### src/rtl/ssd_img_pkg.sv
// Shared types and defaults for the image RAM stream reader.
//   PKG_ADDR_W / PKG_DATA_W / PKG_FIFO_DEPTH : default geometry (64K x 8 RAM, 4-entry skid FIFO)
//   state_e  : reader FSM encoding {IDLE, RUN, DRAIN, DONE}
//   pixel_t  : one FIFO entry, a pixel plus its start/end-of-job tags
//   csum_add : modulo-2^16 byte accumulation used by the optional checksum
package ssd_img_pkg;

    localparam int PKG_ADDR_W     = 16;
    localparam int PKG_DATA_W     = 8;
    localparam int PKG_FIFO_DEPTH = 4;
    localparam int CSUM_W         = 16;

    typedef enum logic [1:0] {
        ST_IDLE  = 2'd0,
        ST_RUN   = 2'd1,
        ST_DRAIN = 2'd2,
        ST_DONE  = 2'd3
    } state_e;

    typedef struct packed {
        logic [PKG_DATA_W-1:0] data;
        logic                  sop;
        logic                  eop;
    } pixel_t;

    function automatic logic [CSUM_W-1:0] csum_add(input logic [CSUM_W-1:0] acc,
                                                   input logic [PKG_DATA_W-1:0] b);
        return acc + CSUM_W'(b);
    endfunction

endpackage

### src/rtl/ssd_imagem_stream_reader_if.sv
// Bundle of the reader's job-control, RAM (Avalon-MM s1 read) and pixel-stream signals.
//   control : start, abort, base_addr, length -> reader ; busy, done <- reader
//   ram     : mem_address, mem_chipselect, mem_clken -> RAM ; mem_readdata <- RAM
//   stream  : st_data, st_valid, st_sop, st_eop -> sink ; st_ready <- sink
//   checksum (only with SSD_IMG_RD_CHECKSUM_EN defined) : running byte sum -> observer
// Modports: master = the reader itself, slave = the surrounding system / bench.
interface ssd_imagem_stream_reader_if
    import ssd_img_pkg::*;
#(
    parameter int ADDR_W = PKG_ADDR_W,
    parameter int DATA_W = PKG_DATA_W
);
    logic              start;
    logic              abort;
    logic [ADDR_W-1:0] base_addr;
    logic [ADDR_W:0]   length;
    logic              busy;
    logic              done;
    logic [ADDR_W-1:0] mem_address;
    logic              mem_chipselect;
    logic              mem_clken;
    logic [DATA_W-1:0] mem_readdata;
    logic [DATA_W-1:0] st_data;
    logic              st_valid;
    logic              st_ready;
    logic              st_sop;
    logic              st_eop;
`ifdef SSD_IMG_RD_CHECKSUM_EN
    logic [CSUM_W-1:0] checksum;
`endif

    modport master (
        input  start, abort, base_addr, length, mem_readdata, st_ready,
        output busy, done, mem_address, mem_chipselect, mem_clken,
               st_data, st_valid, st_sop, st_eop
`ifdef SSD_IMG_RD_CHECKSUM_EN
        , output checksum
`endif
    );

    modport slave (
        output start, abort, base_addr, length, mem_readdata, st_ready,
        input  busy, done, mem_address, mem_chipselect, mem_clken,
               st_data, st_valid, st_sop, st_eop
`ifdef SSD_IMG_RD_CHECKSUM_EN
        , input checksum
`endif
    );

endinterface

### src/rtl/ssd_img_fifo.sv
// Synchronous skid FIFO of tagged pixels between the RAM read return and the stream sink.
//   clk, reset : clock, asynchronous active-high reset (pointers/count only)
//   flush      : empties the FIFO on the next edge, dominating push/pop
//   push, din  : write one entry (caller guarantees not full)
//   pop, dout  : dout is the head entry; pop retires it (caller guarantees not empty)
//   count      : current occupancy, 0..DEPTH
// DEPTH must be a power of two so the pointers wrap by plain overflow.
module ssd_img_fifo
    import ssd_img_pkg::*;
#(
    parameter int DEPTH = PKG_FIFO_DEPTH
) (
    input  logic                     clk,
    input  logic                     reset,
    input  logic                     flush,
    input  logic                     push,
    input  pixel_t                   din,
    input  logic                     pop,
    output pixel_t                   dout,
    output logic [$clog2(DEPTH):0]   count
);
    localparam int PTR_W = $clog2(DEPTH);

    pixel_t           mem [DEPTH];
    logic [PTR_W-1:0] wr_ptr;
    logic [PTR_W-1:0] rd_ptr;

    // Storage carries no reset; an entry is only visible once count says so.
    always_ff @(posedge clk) begin
        if (push && !flush) begin
            mem[wr_ptr] <= din;
        end
    end

    always_ff @(posedge clk or posedge reset) begin
        if (reset) begin
            wr_ptr <= '0;
            rd_ptr <= '0;
            count  <= '0;
        end else if (flush) begin
            wr_ptr <= '0;
            rd_ptr <= '0;
            count  <= '0;
        end else begin
            if (push) begin
                wr_ptr <= wr_ptr + PTR_W'(1);
            end
            if (pop) begin
                rd_ptr <= rd_ptr + PTR_W'(1);
            end
            case ({push, pop})
                2'b10:   count <= count + ($clog2(DEPTH)+1)'(1);
                2'b01:   count <= count - ($clog2(DEPTH)+1)'(1);
                default: count <= count;
            endcase
        end
    end

    assign dout = mem[rd_ptr];

endmodule

### src/rtl/ssd_imagem_stream_reader.sv
// Avalon-MM read master for the 8-bit x 64K image RAM that replays a byte range as an
// Avalon-ST pixel stream with SOP/EOP.
//   clk, reset : single clock; asynchronous active-high reset
//   bus        : ssd_imagem_stream_reader_if.master
//                control  start/abort/base_addr/length in, busy/done out
//                RAM      mem_address/mem_chipselect/mem_clken out, mem_readdata in (latency 1)
//                stream   st_data/st_valid/st_sop/st_eop out, st_ready in
// Optional feature: define SSD_IMG_RD_CHECKSUM_EN to add bus.checksum, the modulo-2^16 sum
// of every byte handshaken on the stream (cleared on accepted start, held afterwards).
module ssd_imagem_stream_reader
    import ssd_img_pkg::*;
#(
    parameter int ADDR_W     = PKG_ADDR_W,
    parameter int DATA_W     = PKG_DATA_W,
    parameter int FIFO_DEPTH = PKG_FIFO_DEPTH
) (
    input  logic                        clk,
    input  logic                        reset,
    ssd_imagem_stream_reader_if.master  bus
);
    localparam int CNT_W = $clog2(FIFO_DEPTH) + 1;

    localparam logic [1:0] S_IDLE  = ST_IDLE;
    localparam logic [1:0] S_RUN   = ST_RUN;
    localparam logic [1:0] S_DRAIN = ST_DRAIN;
    localparam logic [1:0] S_DONE  = ST_DONE;

    logic [1:0]        state;
    logic [ADDR_W-1:0] cur;
    logic [ADDR_W:0]   rem;
    logic              first;

    logic              rd_vld_p0;
    logic              rd_sop_p0;
    logic              rd_eop_p0;

    logic [CNT_W-1:0]  fifo_count;
    logic [CNT_W:0]    occ;
    pixel_t            fifo_din;
    pixel_t            fifo_dout;
    logic [DATA_W-1:0] head_data;

    logic start_acc;
    logic room;
    logic issue;
    logic last_issue;
    logic fifo_valid;
    logic pop;
    logic push;
    logic flush;
    logic drained;

    assign start_acc  = (state == S_IDLE) && bus.start && !bus.abort;

    // A read is only issued if its byte is guaranteed a FIFO slot on return; the pop
    // happening this cycle is deliberately not credited, which still sustains 1 byte/cycle.
    assign occ        = {1'b0, fifo_count} + {{CNT_W{1'b0}}, rd_vld_p0};
    assign room       = occ < (CNT_W+1)'(FIFO_DEPTH);
    assign issue      = (state == S_RUN) && !bus.abort && room;
    assign last_issue = issue && (rem == (ADDR_W+1)'(1));

    assign fifo_valid = (fifo_count != '0);
    assign pop        = fifo_valid && bus.st_ready;
    assign push       = rd_vld_p0;
    assign flush      = bus.abort;

    // Leaving DRAIN on the edge that retires the last byte lets done follow the EOP
    // handshake by exactly one cycle.
    assign drained    = !rd_vld_p0 &&
                        ((fifo_count == '0) || ((fifo_count == CNT_W'(1)) && pop));

    assign fifo_din   = '{data: bus.mem_readdata, sop: rd_sop_p0, eop: rd_eop_p0};
    assign head_data  = fifo_dout.data;

    ssd_img_fifo #(
        .DEPTH (FIFO_DEPTH)
    ) u_fifo (
        .clk   (clk),
        .reset (reset),
        .flush (flush),
        .push  (push),
        .din   (fifo_din),
        .pop   (pop),
        .dout  (fifo_dout),
        .count (fifo_count)
    );

    always_ff @(posedge clk or posedge reset) begin
        if (reset) begin
            state     <= S_IDLE;
            cur       <= '0;
            rem       <= '0;
            first     <= 1'b0;
            rd_vld_p0 <= 1'b0;
            rd_sop_p0 <= 1'b0;
            rd_eop_p0 <= 1'b0;
        end else begin
            // p0: read issued last cycle, RAM data arrives now with these tags
            rd_vld_p0 <= issue;
            rd_sop_p0 <= issue && first;
            rd_eop_p0 <= last_issue;

            case (state)
                S_IDLE: begin
                    if (start_acc) begin
                        cur   <= bus.base_addr;
                        rem   <= bus.length;
                        first <= 1'b1;
                        state <= (bus.length == '0) ? S_DONE : S_RUN;
                    end
                end
                S_RUN: begin
                    if (bus.abort) begin
                        state <= S_IDLE;
                    end else if (issue) begin
                        cur   <= cur + ADDR_W'(1);
                        rem   <= rem - (ADDR_W+1)'(1);
                        first <= 1'b0;
                        if (last_issue) begin
                            state <= S_DRAIN;
                        end
                    end
                end
                S_DRAIN: begin
                    if (bus.abort) begin
                        state <= S_IDLE;
                    end else if (drained) begin
                        state <= S_DONE;
                    end
                end
                default: begin
                    state <= S_IDLE;
                end
            endcase
        end
    end

    assign bus.busy           = (state != S_IDLE);
    assign bus.done           = (state == S_DONE) && !bus.abort;
    assign bus.mem_chipselect = issue;
    assign bus.mem_clken      = issue;
    assign bus.mem_address    = issue ? cur : '0;

    // Head fields are forced to zero when empty so idle outputs read as 0.
    assign bus.st_valid       = fifo_valid;
    assign bus.st_data        = fifo_valid ? head_data : '0;
    assign bus.st_sop         = fifo_valid && fifo_dout.sop;
    assign bus.st_eop         = fifo_valid && fifo_dout.eop;

`ifdef SSD_IMG_RD_CHECKSUM_EN
    logic [CSUM_W-1:0] csum;

    always_ff @(posedge clk or posedge reset) begin
        if (reset) begin
            csum <= '0;
        end else if (start_acc) begin
            csum <= '0;
        end else if (pop) begin
            csum <= csum_add(csum, head_data);
        end
    end

    assign bus.checksum = csum;
`endif

endmodule

### src/flat_wrapper.sv
// flat-port wrapper written by rule: the top's interface ports become plain ports
module ssd_imagem_stream_reader_flat import ssd_img_pkg::*;
#(
    parameter int ADDR_W     = PKG_ADDR_W,
    parameter int DATA_W     = PKG_DATA_W,
    parameter int FIFO_DEPTH = PKG_FIFO_DEPTH
)
  (clk, reset, bus_start, bus_abort, bus_base_addr, bus_length, bus_mem_readdata, bus_st_ready, bus_busy, bus_done, bus_mem_address, bus_mem_chipselect, bus_mem_clken, bus_st_data, bus_st_valid, bus_st_sop, bus_st_eop);
  ssd_imagem_stream_reader_if #(.ADDR_W(ADDR_W), .DATA_W(DATA_W)) bus_i ();
  input  logic clk;
  input  logic reset;
  input wire logic [$bits(bus_i.start)-1:0] bus_start;
  input wire logic [$bits(bus_i.abort)-1:0] bus_abort;
  input wire logic [$bits(bus_i.base_addr)-1:0] bus_base_addr;
  input wire logic [$bits(bus_i.length)-1:0] bus_length;
  input wire logic [$bits(bus_i.mem_readdata)-1:0] bus_mem_readdata;
  input wire logic [$bits(bus_i.st_ready)-1:0] bus_st_ready;
  output wire logic [$bits(bus_i.busy)-1:0] bus_busy;
  output wire logic [$bits(bus_i.done)-1:0] bus_done;
  output wire logic [$bits(bus_i.mem_address)-1:0] bus_mem_address;
  output wire logic [$bits(bus_i.mem_chipselect)-1:0] bus_mem_chipselect;
  output wire logic [$bits(bus_i.mem_clken)-1:0] bus_mem_clken;
  output wire logic [$bits(bus_i.st_data)-1:0] bus_st_data;
  output wire logic [$bits(bus_i.st_valid)-1:0] bus_st_valid;
  output wire logic [$bits(bus_i.st_sop)-1:0] bus_st_sop;
  output wire logic [$bits(bus_i.st_eop)-1:0] bus_st_eop;
  assign bus_i.start = bus_start;
  assign bus_i.abort = bus_abort;
  assign bus_i.base_addr = bus_base_addr;
  assign bus_i.length = bus_length;
  assign bus_i.mem_readdata = bus_mem_readdata;
  assign bus_i.st_ready = bus_st_ready;
  assign bus_busy = bus_i.busy;
  assign bus_done = bus_i.done;
  assign bus_mem_address = bus_i.mem_address;
  assign bus_mem_chipselect = bus_i.mem_chipselect;
  assign bus_mem_clken = bus_i.mem_clken;
  assign bus_st_data = bus_i.st_data;
  assign bus_st_valid = bus_i.st_valid;
  assign bus_st_sop = bus_i.st_sop;
  assign bus_st_eop = bus_i.st_eop;
  ssd_imagem_stream_reader #(.ADDR_W(ADDR_W), .DATA_W(DATA_W), .FIFO_DEPTH(FIFO_DEPTH)) u_core (.clk(clk), .reset(reset), .bus(bus_i));
endmodule
### config.mk
export PLATFORM = sky130hd
export DESIGN_NAME = ssd_imagem_stream_reader_flat
export DESIGN_NICKNAME = d
export VERILOG_FILES = /design/src/rtl/ssd_img_pkg.sv /design/src/rtl/ssd_imagem_stream_reader_if.sv /design/src/rtl/ssd_img_fifo.sv /design/src/rtl/ssd_imagem_stream_reader.sv /design/src/flat_wrapper.sv
export SDC_FILE = /design/constraint.sdc
export NUM_CORES = 1
export LEC_CHECK = 0
export BUFFER_PORTS_ARGS = -buffer_cell sky130_fd_sc_hd__buf_2
export CORE_ASPECT_RATIO = 2
export CORE_MARGIN = 2
export CORE_UTILIZATION = 51
export DETAILED_ROUTE_END_ITERATION = 16
export GPL_TIMING_DRIVEN = 0
export PLACE_DENSITY = 0.84
export SYNTH_ARGS = -nofsm -noshare
export SYNTH_HDL_FRONTEND = slang
export SYNTH_HIERARCHICAL = 1
export SYNTH_SLANG_ARGS = --single-unit
### constraint.sdc
create_clock -name clk -period 2 [get_ports clk]
set_input_delay 0.2 -clock clk [delete_from_list [all_inputs] [get_ports clk]]
set_output_delay 0.2 -clock clk [all_outputs]
set_load 0.005 [all_outputs]
==> summary.txt <==
Global routing
  – Number of antenna violations at the first check in global routing: 0
  – Wire length of the first global-routing pass: 19220 um
  – Maximum number of pins on one net before global-route repair: 40
  – Gr ovfl total: 0
  – Total global routing track utilization: 25.98%
  – Via count of the first global-routing pass: roughly 3.8k

Die
  – Overall die area: 0.009791 mm^2
  – Die width: 70.98 um
  – Standard-cell row count: 48
  – Height of the die: around 140 um
  – Number of placed I/O pins: a little under 80
  – Placeable core region: 0.008648 mm^2
  – Initial standard-cell utilization of the core: 52.91%

Route
  – Final ANT Viol Nets: 0
  – Via density per instance: 6.285
  – DRC violation count after routing: 0
  – Number of optimization iterations in the first detailed-route pass: 6
  – Total wire length: 12200 um
  – Mean routed wirelength per cell: about 20 um
  – Drt initial violations: about 360
  – DR vias: 3878

STA
  – Hold violation total from the final report: 0
  – Final Setup Violations: 1
  – Final critical-path required period: between 2 and 2.5 ns
  – Final setup margin: -0.04574 ns
  – Worst-Margin Slew: around 0.86 ns
  – Max Clock Skew: 0.008105 ns
  – Unrepaired setup endpoints after global routing: yes
  – Number of pins with negative max-slew slack in the final report: 0
  – Crit share post-route: 102.3%
  – Max-slew headroom: 42.34%
  – Hold Worst Slack: 0.07711 ns
  – Timing-limited maximum frequency: 488.8 MHz

Placement
  – Dpl hpwl: about 8800 um
  – Port bufs: 76
  – Placer congestion estimate: 0.9508
  – Total placed instance area: 0.005081 mm^2

Clocking
  – CTS clk-pin slew, worst paths: 0.06 ns
  – Library cell used as clock root buffer: sky130_fd_sc_hd__clkbuf_16
  – TritonCTS clock tree: done
  – Latest clock arrival within the worst-skew pair: 0.34 ns
  – Number of clock sinks: 86
  – Max clock buf depth: 2
  – Number of CTS-inserted buffers: 9
  – H-tree levels: 3

Synth
  – YS warnings: 6
  – Most frequently used flop master after synthesis: sky130_fd_sc_hd__dfrtp_1
  – Sequential-to-total area share from yosys stat: 51.41%
  – Cell types occupying the most area after synthesis: sky130_fd_sc_hd__edfxtp_1 (26%), sky130_fd_sc_hd__dfrtp_1 (25%), sky130_fd_sc_hd__mux4_2 (3.9%), sky130_fd_sc_hd__a21oi_1 (3.6%), sky130_fd_sc_hd__a2bb2oi_1 (3.3%)
  – Share of flip-flops with an asynchronous set or reset after synthesis: 53.49%
  – Synthesized area per cell: ~11 um^2
  – Post-synth top area share: 26.25%
  – Distinct cell type count of the synthesized netlist: between 50 and 60
  – Cell type with the largest total area after synthesis: sky130_fd_sc_hd__edfxtp_1
  – Area of the mapped netlist: 0.004576 mm^2
  – Total nets after synthesis: 468
  – Post-synth EDFFs: 40
  – Synthesis-stage register bit count: 86
  – Instance count of the mapped netlist: around 410

Layout
  – Fillcell total: roughly 670
  – Most frequent cells in the layout: sky130_fd_sc_hd__buf_2 (86), sky130_fd_sc_hd__dfrtp_1 (43), sky130_fd_sc_hd__edfxtp_1 (40), sky130_fd_sc_hd__a21oi_1 (32), sky130_fd_sc_hd__nand2_1 (29)
  – Post-synthesis to final-layout area growth: 21.99%
  – Post-route design area: ~0.0056 mm^2
  – Sequential Area: 0.002356 mm^2
  – Layout cells sized above 1: 29.59%
  – Final Core Density: 64.54%
  – Area used by multi-input combinational logic: 0.002101 mm^2
  – Antenna diode instance count: 0
  – Fin nets: between 500 and 600
  – Commonest non-fill, non-tap cell in the layout: sky130_fd_sc_hd__buf_2

Pwr
  – Part of the total power dissipated in sequential elements: around two fifths
  – Worst supply voltage drop on vdd: about 0.60 mV
  – Power density over the cells: 1080 mW/mm^2
  – Combinational power share: 30.1%
  – Sw Ratio: 32.02%
  – Part of the power in the clock network: 29.7%
  – Internal power: 4.096 mW
  – Total power: between 6 and 7 mW
  – Switching power: 1.930 mW
  – Standby leakage power: 2.350 nW

Run status
  – Outcome: complete, but fails checks
  – Failing checks: negative setup slack

Setup path
  – Maximum cell stage delay along the critical path: 0.48 ns
  – Critical path data arrival time: ~2.3 ns
  – Critical path's slowest cell: sky130_fd_sc_hd__dfrtp_2
  – Critical Setup Path Class: reg -> reg
  – Number of buffers and inverters on the critical path: 0
  – Sort of element at the start of the critical path: register
  – Type of element capturing the critical path: register
  – Critical Path Fanout Max: 6
  – Worst R2R Start: u_core/u_fifo/count[2]
  – Largest delay contributor family on the critical path: simple AND/OR/NAND/NOR gates
  – Critical Path Start: u_core/u_fifo/count[2]
  – Top cell by count, worst path: sky130_fd_sc_hd__nor3b_2
  – CP Cell Sequence: nor3_4, nor2b_2, nor2b_1, fa_1, nor3b_2, o21ai_1, nor3b_2
  – Required time of the worst setup path: 2.21 ns

Min path
  – Class of the tightest hold or removal check: in -> reg
  – Launch point of the worst hold path: bus_mem_readdata[6]

Run
  – Reported max-cap violation count: 0
cell usage after synthesis, drive strengths merged (11+ instances only):
master	instances
o21ai	19
o22ai	15
a21oi	33
edfxtp	40
clkbuf	11
nor2b	14
dfrtp	46
nand2	29
buf	20
a2bb2oi	17
inv	11
and2	22
nor2	24
kinds of logic after synthesis:
kind of cell	count (synthesis)	synth area share (%)
AO/OA/AOI/OAI	110	15.86
XOR/XNOR	5	1.121
adder cells (fa/ha/maj)	8	2.352
buffers and inverters	42	4.074
flip-flops	86	51.41
multiplexers	14	5.988
AND/OR/NAND/NOR	149	19.20
power groups by stage:
stage | combinational (mW) | sequential [mW] | clock (mW)
2_1_floorplan | 1.14 | 2.34 | 0
3_3_place_gp | 1.55 | 2.40 | 0
3_5_place_dp | 1.61 | 2.42 | 0
4_1_cts | 1.72 | 2.40 | 1.82
5_1_grt | 1.98 | 2.46 | 1.90
6_report | 1.81 | 2.42 | 1.79
flip-flops by register name, indices dropped and copies added, names as in the netlist, 2 cells and up:
register	count
u_core/state	2
u_core/u_fifo/wr_ptr	2
u_core/cur	16
u_core/rem	17
u_core/u_fifo/mem	40
u_core/u_fifo/count	3
u_core/u_fifo/rd_ptr	2
area by class of cell:
type / instances / share of cell area, %
Inverter: 11 / 0.7397
Multi-Input combinational cell: 286 / 37.64
Timing Repair Buffer: 89 / 8.608
Tap cell: 100 / 2.242
Clock buffer: 10 / 4.102
Sequential cell: 86 / 42.21
Clock inverter: 6 / 1.659
Buffer: 29 / 2.802
routing by layer:
| layer | wire length (um) | part of all wire, % | vias to the layer above | global-route usage (%) |
|---|---|---|---|---|
| li1 | - | - | 1760 | - |
| met1 | 4124 | 34 | 1881 | 27.16 |
| met2 | 6691 | 55 | 189 | 46.63 |
| met3 | 709 | 5.8 | 48 | 5.087 |
| met4 | 670 | 5.5 | 0 | 16.77 |
| met5 | 0 | 0 | - | 0 |
final timing paths:
path | cells after the start | slack [ns] | to
worst min register to register | 0 | 0.51 | u_core/u_fifo/mem[1][1]
worst max register to register | 7 | -0.05 | u_core/u_fifo/count[2]
worst max-delay path | 7 | -0.05 | u_core/u_fifo/count[2]
worst min-delay path | 1 | 0.08 | u_core/u_fifo/mem[1][8]
max in group asynchronous | 3 | 0.84 | u_core/first
min in group asynchronous | 3 | 0.37 | u_core/u_fifo/wr_ptr[1]
per-stage QoR:
stage | TNS [ns] | cells | setup slack (ns)
final | -0.04574 | 617 | -0.04574
after global routing | -0.1485 | 617 | -0.1474
after CTS | 0 | 608 | 0.0003570
after detailed placement | -0.3571 | 590 | -0.2814
after global placement | -0.1087 | 590 | -0.1034
after floorplan | 0 | 414 | 0.03914
timing repair:
action	CTS	global route
endpoints found under the hold margin	7	0
setup buffers	3	9
hold buffers	1	0
setup endpoints to repair	31	26
pin swaps	2	6
resized for setup	16	8
Note: power is estimated with default switching activity, not from simulation.
